--- config.mk ---
export PLATFORM = sky130hd
export DESIGN_NAME = anc_sample_source
export DESIGN_NICKNAME = d
export VERILOG_FILES = /design/src/rtl/anc_pkg.sv /design/src/rtl/anc_pattern_rf.sv /design/src/rtl/anc_sample_source.sv
export SDC_FILE = /design/constraint.sdc
export NUM_CORES = 1
export LEC_CHECK = 0
export BUFFER_PORTS_ARGS = -buffer_cell sky130_fd_sc_hd__buf_2
export CAP_MARGIN = 20
export CELL_PAD_IN_SITES_DETAIL_PLACEMENT = 1
export CELL_PAD_IN_SITES_GLOBAL_PLACEMENT = 1
export CORE_MARGIN = 1
export CORE_UTILIZATION = 45
export DETAILED_ROUTE_END_ITERATION = 6
export HOLD_SLACK_MARGIN = 0.15
export PLACE_DENSITY = 0.86
export SYNTH_ARGS = -nofsm -noshare
export SYNTH_HDL_FRONTEND = slang
export SYNTH_SLANG_ARGS = --single-unit
--- constraint.sdc ---
create_clock -name clk -period 3.6 [get_ports clk]
set_input_delay 0.36 -clock clk [delete_from_list [all_inputs] [get_ports clk]]
set_output_delay 0.36 -clock clk [all_outputs]
set_load 0.02 [all_outputs]
--- src/rtl/anc_pkg.sv ---
// Shared definitions for the adaptive noise canceller blocks: default sample
// width and the state encoding of the sample source controller.
package anc_pkg;

  // Default sample width shared by the sample source and adp_filter.
  localparam int ANC_DATA_W = 8;

  // Sample source controller states.
  typedef enum logic [2:0] {
    IDLE     = 3'd0,
    WAIT_RDY = 3'd1,
    ISSUE    = 3'd2,
    GAP      = 3'd3,
    FIN      = 3'd4
  } src_state_e;

endpackage

--- src/rtl/anc_pattern_rf.sv ---
// Noise pattern register file: DEPTH entries of DATA_W bits, cleared by the
// asynchronous reset, one synchronous write port and one combinational read
// port.
module anc_pattern_rf #(
  parameter int DATA_W = 8,
  parameter int DEPTH  = 4,
  localparam int AW    = $clog2(DEPTH)
) (
  input  logic              clk,
  input  logic              rst_n,
  input  logic              we,
  input  logic [AW-1:0]     waddr,
  input  logic [DATA_W-1:0] wdata,
  input  logic [AW-1:0]     raddr,
  output logic [DATA_W-1:0] rdata
);

  logic [DATA_W-1:0] mem [DEPTH];

  // Storage: every entry returns to zero on reset, single write per edge.
  always_ff @(posedge clk or negedge rst_n) begin
    if (!rst_n) begin
      for (int i = 0; i < DEPTH; i++) begin
        mem[i] <= '0;
      end
    end else if (we) begin
      mem[waddr] <= wdata;
    end
  end

  assign rdata = mem[raddr];

endmodule

--- src/rtl/anc_sample_source.sv ---
// Periodic stimulus source for the adaptive noise canceller. Replays a
// programmable noise pattern as xin and emits yin = signal level + noise
// (wrapping), one sample per handshake, for a programmed number of frames.
//
// Handshake: the source samples rdy only while waiting for a slot. rdy high
// at edge N produces a one-cycle vld pulse in cycle N+1 with xin/yin valid
// in that same cycle; the sink must accept the pair while vld is high. After
// every pulse the source idles for GAP_CYCLES cycles without looking at rdy.
// xin/yin hold their last value while vld is low.
module anc_sample_source
  import anc_pkg::*;
#(
  parameter int DATA_W     = ANC_DATA_W,
  parameter int DEPTH      = 4,
  parameter int GAP_CYCLES = 1,
  parameter int FRAME_W    = 16,
  localparam int AW        = $clog2(DEPTH),
  localparam int CNT_W     = FRAME_W + AW
) (
  input  logic               clk,
  input  logic               rst_n,
  input  logic               cfg_we,
  input  logic [AW-1:0]      cfg_addr,
  input  logic [DATA_W-1:0]  cfg_wdata,
  input  logic [DATA_W-1:0]  sig_level,
  input  logic [FRAME_W-1:0] num_frames,
  input  logic               start,
  input  logic               stop,
  input  logic               rdy,
  output logic               vld,
  output logic [DATA_W-1:0]  xin,
  output logic [DATA_W-1:0]  yin,
  output logic               busy,
  output logic               done,
  output logic [CNT_W-1:0]   sample_cnt,
  output src_state_e         state
);

  localparam int GW = $clog2(GAP_CYCLES + 1);

  logic [DATA_W-1:0]  sig_q;
  logic [FRAME_W-1:0] frames_q;
  logic [FRAME_W-1:0] frame_cnt;
  logic [AW-1:0]      idx;
  logic [GW-1:0]      gap_cnt;
  logic               stop_pend;
  logic               last_q;

  logic               pat_we;
  logic [DATA_W-1:0]  rd_data;
  logic [DATA_W-1:0]  sum;
  logic               idx_wrap;

  // The pattern is only writable while idle so a run never sees it change.
  assign pat_we   = cfg_we && (state == IDLE);
  // Noisy sample: carry out of the adder is deliberately dropped.
  assign sum      = sig_q + rd_data;
  assign idx_wrap = (idx == AW'(DEPTH - 1));

  anc_pattern_rf #(
    .DATA_W (DATA_W),
    .DEPTH  (DEPTH)
  ) u_pattern (
    .clk   (clk),
    .rst_n (rst_n),
    .we    (pat_we),
    .waddr (cfg_addr),
    .wdata (cfg_wdata),
    .raddr (idx),
    .rdata (rd_data)
  );

  // Controller: state, counters and all registered outputs.
  always_ff @(posedge clk or negedge rst_n) begin
    if (!rst_n) begin
      state      <= IDLE;
      vld        <= 1'b0;
      xin        <= '0;
      yin        <= '0;
      busy       <= 1'b0;
      done       <= 1'b0;
      sample_cnt <= '0;
      sig_q      <= '0;
      frames_q   <= '0;
      frame_cnt  <= '0;
      idx        <= '0;
      gap_cnt    <= '0;
      stop_pend  <= 1'b0;
      last_q     <= 1'b0;
    end else begin
      case (state)
        IDLE: begin
          done <= 1'b0;
          if (start) begin
            sig_q      <= sig_level;
            frames_q   <= num_frames;
            sample_cnt <= '0;
            idx        <= '0;
            frame_cnt  <= '0;
            stop_pend  <= 1'b0;
            last_q     <= 1'b0;
            busy       <= 1'b1;
            // A run requested together with stop, or with nothing to send,
            // finishes straight away but still reports completion.
            if (stop || (num_frames == '0)) begin
              state <= FIN;
              done  <= 1'b1;
            end else begin
              state <= WAIT_RDY;
            end
          end
        end

        WAIT_RDY: begin
          // Stop wins over a ready sink: no further sample once stopping.
          if (stop || stop_pend) begin
            state <= FIN;
            done  <= 1'b1;
          end else if (rdy) begin
            xin   <= rd_data;
            yin   <= sum;
            vld   <= 1'b1;
            state <= ISSUE;
          end
        end

        ISSUE: begin
          vld        <= 1'b0;
          sample_cnt <= sample_cnt + 1'b1;
          idx        <= idx + 1'b1;
          if (idx_wrap) begin
            frame_cnt <= frame_cnt + 1'b1;
          end
          // Remember whether this was the final sample of the final frame.
          last_q  <= idx_wrap && (frame_cnt == frames_q - 1'b1);
          gap_cnt <= GW'(GAP_CYCLES);
          if (stop) begin
            stop_pend <= 1'b1;
          end
          state <= GAP;
        end

        GAP: begin
          if (stop) begin
            stop_pend <= 1'b1;
          end
          if (gap_cnt == GW'(1)) begin
            if (last_q || stop_pend || stop) begin
              state <= FIN;
              done  <= 1'b1;
            end else begin
              state <= WAIT_RDY;
            end
          end else begin
            gap_cnt <= gap_cnt - 1'b1;
          end
        end

        FIN: begin
          done  <= 1'b0;
          busy  <= 1'b0;
          state <= IDLE;
        end

        default: begin
          state <= IDLE;
          vld   <= 1'b0;
          done  <= 1'b0;
          busy  <= 1'b0;
        end
      endcase
    end
  end

endmodule

Yosys cells after proc, flatten, opt, wreduce, memory -nomap -nowiden:

Index checks and enable logic that the tools add are counted.

* flip-flop bits (word level): 117
* bits of input ports: 40
* output and inout bits: 40
* word-level logic and storage cells: 109

* $add $sub $neg: 6
* order comparisons: 3
* equal/unequal tests: 15
* multiplexer cells: 37
* bitwise gates (word level): 6
* reduce and logical (&&, ||, !) cells: 24

Operators with widths (count)
* $pmux W18 S2: 1
* $bwmux W32: 1
* $mux W16: 2
* $pmux W16 S2: 1
* $mux W8: 3
* $add A18 B1 Y18 const B: 1
* $mux W18: 1
* $mux W3: 6
* $add A16 B1 Y16 const B: 1
* $bmux W8 S2: 1
* $demux W8 S2: 1
* $eq A16 B16 Y1: 1
* $logic_not A16 Y1: 1
* $sub A16 B1 Y16 const B: 1
* $reduce_and A3 Y1: 5
* $ne A2 B2 Y1 const B: 7
* $pmux W3 S4: 1
* $mux W1: 11
* $pmux W1 S2: 5
* $add A8 B8 Y8: 1
* $eq A3 B2 Y1 const B: 2
* $ge A3 B3 Y1 const B: 2
* $not A2 Y3: 2
* $reduce_and A2 Y1: 3
* 19 further kinds: 30

Depth between registers and ports, before layout:

Gate-level depths: netlist (run 1).

* depth after elaboration: 6
* depth in mapped cells: 12
* mapped depth without buffers: 11

Cells and area by module:

From an unflattened synthesis (run 1), not the netlist that was laid out.

* cell total of the unflattened synthesis: 553
* area, all modules: 5828.1 sq um

By module, submodules not included
* anc_sample_source: instances 1, cells an instance 475, area an instance 4426.7 sq um, seq. area each 2127.0 sq um
* anc_pattern_rf: instances 1, cells an instance 78, area an instance 1401.3 sq um, seq. area each 800.8 sq um

Worst setup path after synthesis (run 1):

OpenSTA, ideal clock, no wires.

* path type: reg-to-reg
* start point: register idx[0]
* end point: register yin[7]
* library setup time: 134 ps
* arrival time: 2518 ps
* required time: 3466 ps
* path slack: 948 ps
* cell stages (with the launch flop): 11
* path buffers: 1
* period minus slack after synthesis: 2652 ps
* cell sequence: dfrtp_1 buf_2 mux4_2 ha_1 a21o_1 a21oi_1 nor2b_1 o21a_1 o41a_1 xnor2_1 o21ai_1

* longest elaborated chain between the ends: 5

Ends and longest elaborated chain
* start, declared: line anc_sample_source.sv:44 `logic [AW-1:0] idx;`
* start signal, assigned: line anc_sample_source.sv:130 `idx <= idx + 1'b1;`
* $not A2 Y3 (not written as such): line anc_pattern_rf.sv:31 `assign rdata = mem[raddr];`
* $bmux W8 S2: line anc_pattern_rf.sv:31
* $mux W8 (not written as such) (2 in series): line anc_pattern_rf.sv:31
* net rd_data[1]: line anc_sample_source.sv:50 `logic [DATA_W-1:0] rd_data;`
* $add A8 B8 Y8: line anc_sample_source.sv:57 `assign sum = sig_q + rd_data;`
* end signal, assigned: line anc_sample_source.sv:121 `yin <= sum;`
* end, declared: line anc_sample_source.sv:32 `output logic [DATA_W-1:0] yin,`

The timed path passes the listed nets, and every way through them passes these cells. The select of a mux whose other input is x is not followed.
A chain may end at the register's enable or synchronous reset.

Worst setup path in the final report (run 1):

* start point: register idx[0]
* end point: register yin[6]

Same word-level chain as after synthesis.

==> results of run 1 <==
[logic make-up after synthesis]
family                   Yosys count  share of synthesized area [%]
multiplexers                      55                          11.83
buffers and inverters             36                          2.910
XOR/XNOR                          38                          5.609
AO/OA/AOI/OAI                     82                          8.056
AND/OR/NAND/NOR                  233                          19.59
adder cells (fa/ha/maj)           12                          2.657
flip-flops                       117                          49.35
[stage by stage]
| stage | setup slack [ns] | std cells |
|---|---|---|
| finish | 0.4568 | 848 |
| CTS | 0.4489 | 848 |
| detailed placement | 0.5924 | 806 |
| global placement | 0.6429 | 806 |
| global route | 0.2696 | 848 |
| floorplan | 0.9478 | 573 |
[routing by layer]
| metal | share of wire [%] | up-vias | track usage (%) |
|---|---|---|---|
| met4 | 2.7 | 0 | 10.30 |
| met1 | 41 | 2408 | 29.73 |
| met5 | 0 | - | 0 |
| li1 | - | 2184 | - |
| met3 | 3.9 | 39 | 7.158 |
| met2 | 52 | 119 | 45.84 |
[power by group]
| part | total (mW) | internal [mW] | switching, mW | leakage, nW |
|---|---|---|---|---|
| registers | 2.21 | 1.76 | 0.449 | 1.50 |
| clock network | 1.60 | 0.969 | 0.636 | 0.269 |
| logic | 2.25 | 0.978 | 1.27 | 1.56 |
[layout by cell type (no fill, tap or decap), types with 3 or more instances in the layout]
| cell | netlist | layout |
|---|---|---|
| o31ai_1 | 3 | 3 |
| or3_1 | 3 | 3 |
| nor4_1 | 5 | 5 |
| clkbuf_16 | 0 | 17 |
| nand3b_1 | 4 | 4 |
| a21oi_1 | 14 | 14 |
| and2_1 | 5 | 5 |
| and3_1 | 7 | 7 |
| mux4_2 | 8 | 8 |
| nor3_2 | 4 | 4 |
| o21ai_0 | 23 | 23 |
| mux2_2 | 37 | 37 |
| o211ai_1 | 3 | 3 |
| nand2_1 | 106 | 106 |
| clkinv_4 | 0 | 4 |
| a31oi_1 | 6 | 6 |
| inv_1 | 12 | 12 |
| buf_2 | 3 | 78 |
| mux2_1 | 4 | 4 |
| nand2b_1 | 3 | 3 |
| xor2_1 | 22 | 22 |
| mux2i_1 | 6 | 6 |
| xnor2_1 | 16 | 16 |
| buf_4 | 3 | 5 |
| nor3_1 | 7 | 7 |
| inv_6 | 0 | 3 |
| clkinvlp_4 | 0 | 3 |
| nand3_1 | 22 | 22 |
| nor2_1 | 38 | 38 |
| nand4_1 | 9 | 9 |
| dfrtp_1 | 117 | 117 |
| dlygate4sd3_1 | 0 | 11 |
| ha_1 | 11 | 11 |
| nor2b_1 | 5 | 5 |
| o21ai_1 | 18 | 18 |
[cell type report]
type / count / area [µm²] / share of cell area, %
Tap cell: 172 / 215.2 / 3.012
Clock buffer: 18 / 439.2 / 6.146
Inverter: 13 / 48.80 / 0.6829
Timing Repair Buffer: 95 / 558.0 / 7.809
Multi-Input combinational cell: 420 / 2833 / 39.64
Sequential cell: 117 / 2928 / 40.97
Clock inverter: 13 / 123.9 / 1.734
[tightest hold or removal path: cells and delay by family]
family	cells	cell delay, ns
buf+inv	1	0.09
simple gates	2	0.09
[timing repair]
| item | in CTS | in global routing |
|---|---|---|
| setup buffers | 0 | 0 |
| endpoints found under the hold margin | 61 | 0 |
| hold buffers | 11 | 0 |
[registers in the layout, indices dropped and copies added, names as in the netlist]
signal	flops
last_q	1
vld	1
frames_q	16
gap_cnt	1
yin	8
sig_q	8
done	1
xin	8
busy	1
idx	2
state	3
u_pattern.mem	32
sample_cnt	18
frame_cnt	16
stop_pend	1
[worst paths after layout]
| kind | from | end | slack, ns |
|---|---|---|---|
| min in group asynchronous | rst_n | frame_cnt[2]$_DFFE_PN0P_ | 0.53 |
| hold reg to reg | yin[6]$_DFFE_PN0P_ | yin[6]$_DFFE_PN0P_ | 0.48 |
| max in group asynchronous | rst_n | u_pattern.mem[27]$_DFFE_PN0P_ | 2.27 |
| hold / removal | num_frames[5] | frames_q[5]$_DFFE_PN0P_ | 0.16 |
| setup reg to reg | idx[0]$_DFFE_PN0P_ | yin[6]$_DFFE_PN0P_ | 0.46 |
| setup / recovery | idx[0]$_DFFE_PN0P_ | yin[6]$_DFFE_PN0P_ | 0.46 |
==> flow_summary.toml, run 1 <==
[run_status]
outcome = "finished clean"

[layout]
final_nets = 716
syn_to_final_growth_pct = 20.43
post-route-util_pct = 56.17
n_antenna_cell = 0
drive_gt1_share_pct = 25.74
nFillCells = 1413
finalInstanceArea_um2 = 7146

[cts]
clk_pin_slew_ns = 0.06
cts-root-buf = "clkbuf_16"
clockBufferDepth = 2
clock-sinks = 117
cts_inserted_buffers = 17
cts_resized = 0
cts_max_level = 4
cts_tree = "yes"
clk_latency_ns = 0.42

[logic_synthesis]
synth_edf_count = 0
syn_area_per_cell_um2 = 10.35
syn_area_um2 = 5933
synth_ff_type = "dfrtp_1"
ys_seq_elements = 117
synth_nets = 625
synth_common_cells = "dfrtp_1, nand2_1, nor2_1"
yosys_warnings = 0
ys_seq_area_share_pct = 49.35
synthArstFlopShare_pct = 100.0
synth_area_leaders = "dfrtp_1, mux2_2, nand2_1"
syn_inst = 573
yosysMostFrequentCell = "dfrtp_1"
synth_cell_types = 59
synth_top_area_share_pct = 49.35
yosysTopAreaCell = "dfrtp_1"

[critical_path]
cpPeakStageDelay_ns = 0.73
worst-endpoint-arrival_ns = 3.41
cpLargestDelayFamily = "flip-flops"
start_kind = "flop"
crit_buf_inv = 1
cpMaxStageDelayCell = "dfrtp_1"
r2r_cells = 11
end_kind = "flop"
critPathKind = "reg2reg"
critPathRequiredTime_ns = 3.86
crit_fanout = 11
cp.depth = 11
crit_chain = "mux4_2, ha_1, inv_1, fa_1, nor2b_1, o21ai_0, nand2b_1, a21o_1, a21oi_1, xor2_1, o21ai_1"

[pwr]
vdd_drop_max_mv = 0.4697
cellPowerDensity_nw_per_um2 = 848.6
power.total_mw = 6.064
leakagePower_nw = 3.327

[drt]
drc = 0
antenna_left = 0
wl_per_cell_um = 18.96
vias_per_cell = 5.601
dr.pass1.iters = 4
via_count = 4750
totalWireLength_mm = 16.08
dr.first_iter.drc_count = 156

[grt]
grtUsageTotal_pct = 25.90
grt_pass1_wl_mm = 26.16
grt_pass1_vias = 5092
grt_max_degree = 67
gr-total-overflow = 0
antenna_found_initial = 0

[floorplan]
die_w_um = 116.8
rows = 41
dieHeight_um = 116.8
dieArea_um2 = 13650
initial_core_util_pct = 46.64
num_io_pins = 80
core_um2 = 12720

[flow_run]
max_cap_violations = 0

[sta]
skew_ns = 0.01046
fin_setup_tns_ns = 0
slew_viol_final = 0
max_slew_margin_pct = 38.23
setup-violations-final = 0
fin_crit_sh_pct = 87.31
period_minus_slack_ns = 3.143
worst_hold_slack_ns = 0.1638
max_freq_mhz = 318.1
tightest_slew_ns = 0.9239
grt_setup_unrepaired = "false"
hold_viol = 0

[placement]
gp_congestion = 0.8047
dpl_cell_area_um2 = 6472
hpwl_mm = 11.20
io_buffers = 79

[hold_path]
hold_class = "in2reg"
holdPathStages = 3
Power figures use the tool's default switching activity.
==> inputs of run 2 (changes only) <==
Settings changed: CORE_UTILIZATION 45 to 49, PLACE_DENSITY 0.86 to 0.92.
Clock period 3.6 ns to 3.9 ns, I/O delays scaled along.
==> flow_summary.toml, run 2 (same netlist as run 1, synthesis figures left out) <==
[placement]
hpwl_mm = 11.96
gp_congestion = 0.8765
dp_cells = 777
io_buffers = 79

[sta]
hold_viol = 0
period_minus_slack_ns = 3.205
setup-violations-final = 0
fin_setup_tns_ns = 0
max_freq_mhz = 312.0
slew_viol_final = 0
tightest_slew_ns = 0.7725
grt_setup_unrepaired = "false"
fin_crit_sh_pct = 82.18
max_slew_margin_pct = 48.22
skew_ns = 0.008129

[cts]
clk_pin_slew_ns = 0.06
clk_latency_ns = 0.42
cts_tree = "yes"
clockBufferDepth = 2
clock-sinks = 117
cts-root-buf = "clkbuf_16"
cts_inserted_buffers = 17
cts_max_level = 4

[critical_path]
cpPeakStageDelay_ns = 0.74
cpMaxStageDelayCell = "dfrtp_1"
start_kind = "flop"
crit_chain = "mux4_2, ha_1, a21o_1, a21oi_1, nor2b_1, o21a_1, o41a_1, xnor2_1, o21ai_1"
end_kind = "flop"
critPathKind = "reg2reg"
critPathRequiredTime_ns = 4.20
crit_fanout = 11
worst-endpoint-arrival_ns = 3.50

[layout]
largest-register = "u_pattern.mem"
n_antenna_cell = 0
final_nets = 708
nFillCells = 1276
top_regs = "u_pattern.mem x32, sample_cnt x18"
ff_latch_area_um2 = 2928
drive_gt1_share_pct = 26.16
layout_common_cells = "dfrtp_1, nand2_1, buf_2, nor2_1, mux2_2"
syn_to_final_growth_pct = 19.30
largest_register_ffs = 32
post-route-util_pct = 60.95
instances_no_fill = 812
multi_input_area_um2 = 2833
final_common_cell = "dfrtp_1"

[grt]
gr-total-overflow = 0
antenna_found_initial = 0
grt_pass1_wl_mm = 28.45
grt_pass1_vias = 5294
grtUsageTotal_pct = 30.00
grt_max_degree = 83

[floorplan]
rows = 39
num_io_pins = 80
core_um2 = 11610
die_w_um = 112.0
dieHeight_um = 112.0
initial_core_util_pct = 51.09
dieArea_um2 = 12550

[pwr]
cellPowerDensity_nw_per_um2 = 814.8
leakagePower_nw = 3.304
vdd_drop_max_mv = 0.4997

[drt]
via_count = 4747
totalWireLength_mm = 17.33
vias_per_cell = 5.846
wl_per_cell_um = 21.34
dr.pass1.iters = 7
drc = 5
antenna_left = 0
dr.first_iter.drc_count = 254

[flow_run]
max_cap_violations = 0

[run_status]
violations = "DRC"
outcome = "finished with violations"

[hold_path]
hold_class = "in2reg"
[run 2: cell type report]
type                       count  share of cell area, %
clock buffer                  22                  6.841
sequential                   117                  41.36
tap                          143                  2.528
clock inverter                10                  1.732
inverter                      13                 0.6894
multi-input combinational    420                  40.02
timing repair buffer          87                  6.823
[run 2: timing repair]
| action | 4_1_cts | 5_1_grt |
|---|---|---|
| setup buffers | 0 | 0 |
| hold endpoints to repair | 1 | 65 |
| resized for setup | 0 | 0 |
| hold buffers | 1 | 1 |
| endpoints found under the setup margin | 0 | 0 |
[run 2: path summary, 6_finish.rpt]
kind / start / endpoint / slack, ns / cells past startpoint
worst max-delay path: idx[0]$_DFFE_PN0P_ / yin[7]$_DFFE_PN0P_ / 0.69 / 9
worst min-delay path: sig_level[4] / sig_q[4]$_DFFE_PN0P_ / 0.18 / 3
worst max register to register: idx[0]$_DFFE_PN0P_ / yin[7]$_DFFE_PN0P_ / 0.69 / 9
worst min register to register: yin[5]$_DFFE_PN0P_ / yin[5]$_DFFE_PN0P_ / 0.49 / 2
max in group asynchronous: rst_n / sig_q[5]$_DFFE_PN0P_ / 2.62 / 4
min in group asynchronous: rst_n / frames_q[3]$_DFFE_PN0P_ / 0.35 / 2
[run 2: critical path: cells and delay by family (launching register included)]
kind            cells  cell delay [ns]
compound gates      5             1.08
xor+xnor            1             0.20
fa+ha+maj           1             0.30
flops               1             0.74
mux                 1             0.64
simple gates        1             0.10
[run 2: metal layers]
metal  GRT usage [%]  wire length, µm
met1           33.69             6649
met2           53.95             9342
met3           8.477              803
met4           11.73              537
met5               0                0
[run 2: power breakdown]
part / internal (mW) / leakage [nW] / switching (mW)
clock network: 1.01 / 0.277 / 0.578
logic: 0.895 / 1.53 / 1.22
registers: 1.63 / 1.50 / 0.442
total: 3.53 / 3.30 / 2.24
[run 2: per-stage QoR]
stage                     hold WS [ns]  total power, mW  instance area, µm²  setup WS (ns)
after detailed placement        0.4838            4.129                6424         0.7799
after CTS                       0.1629            5.789                7041         0.6651
after global routing            0.1752            6.092                7078         0.4574
final                           0.1756            5.767                7078         0.6950
after floorplan                0.09441            3.453                5933          1.248
after global placement          0.4561            3.891                6424         0.9904
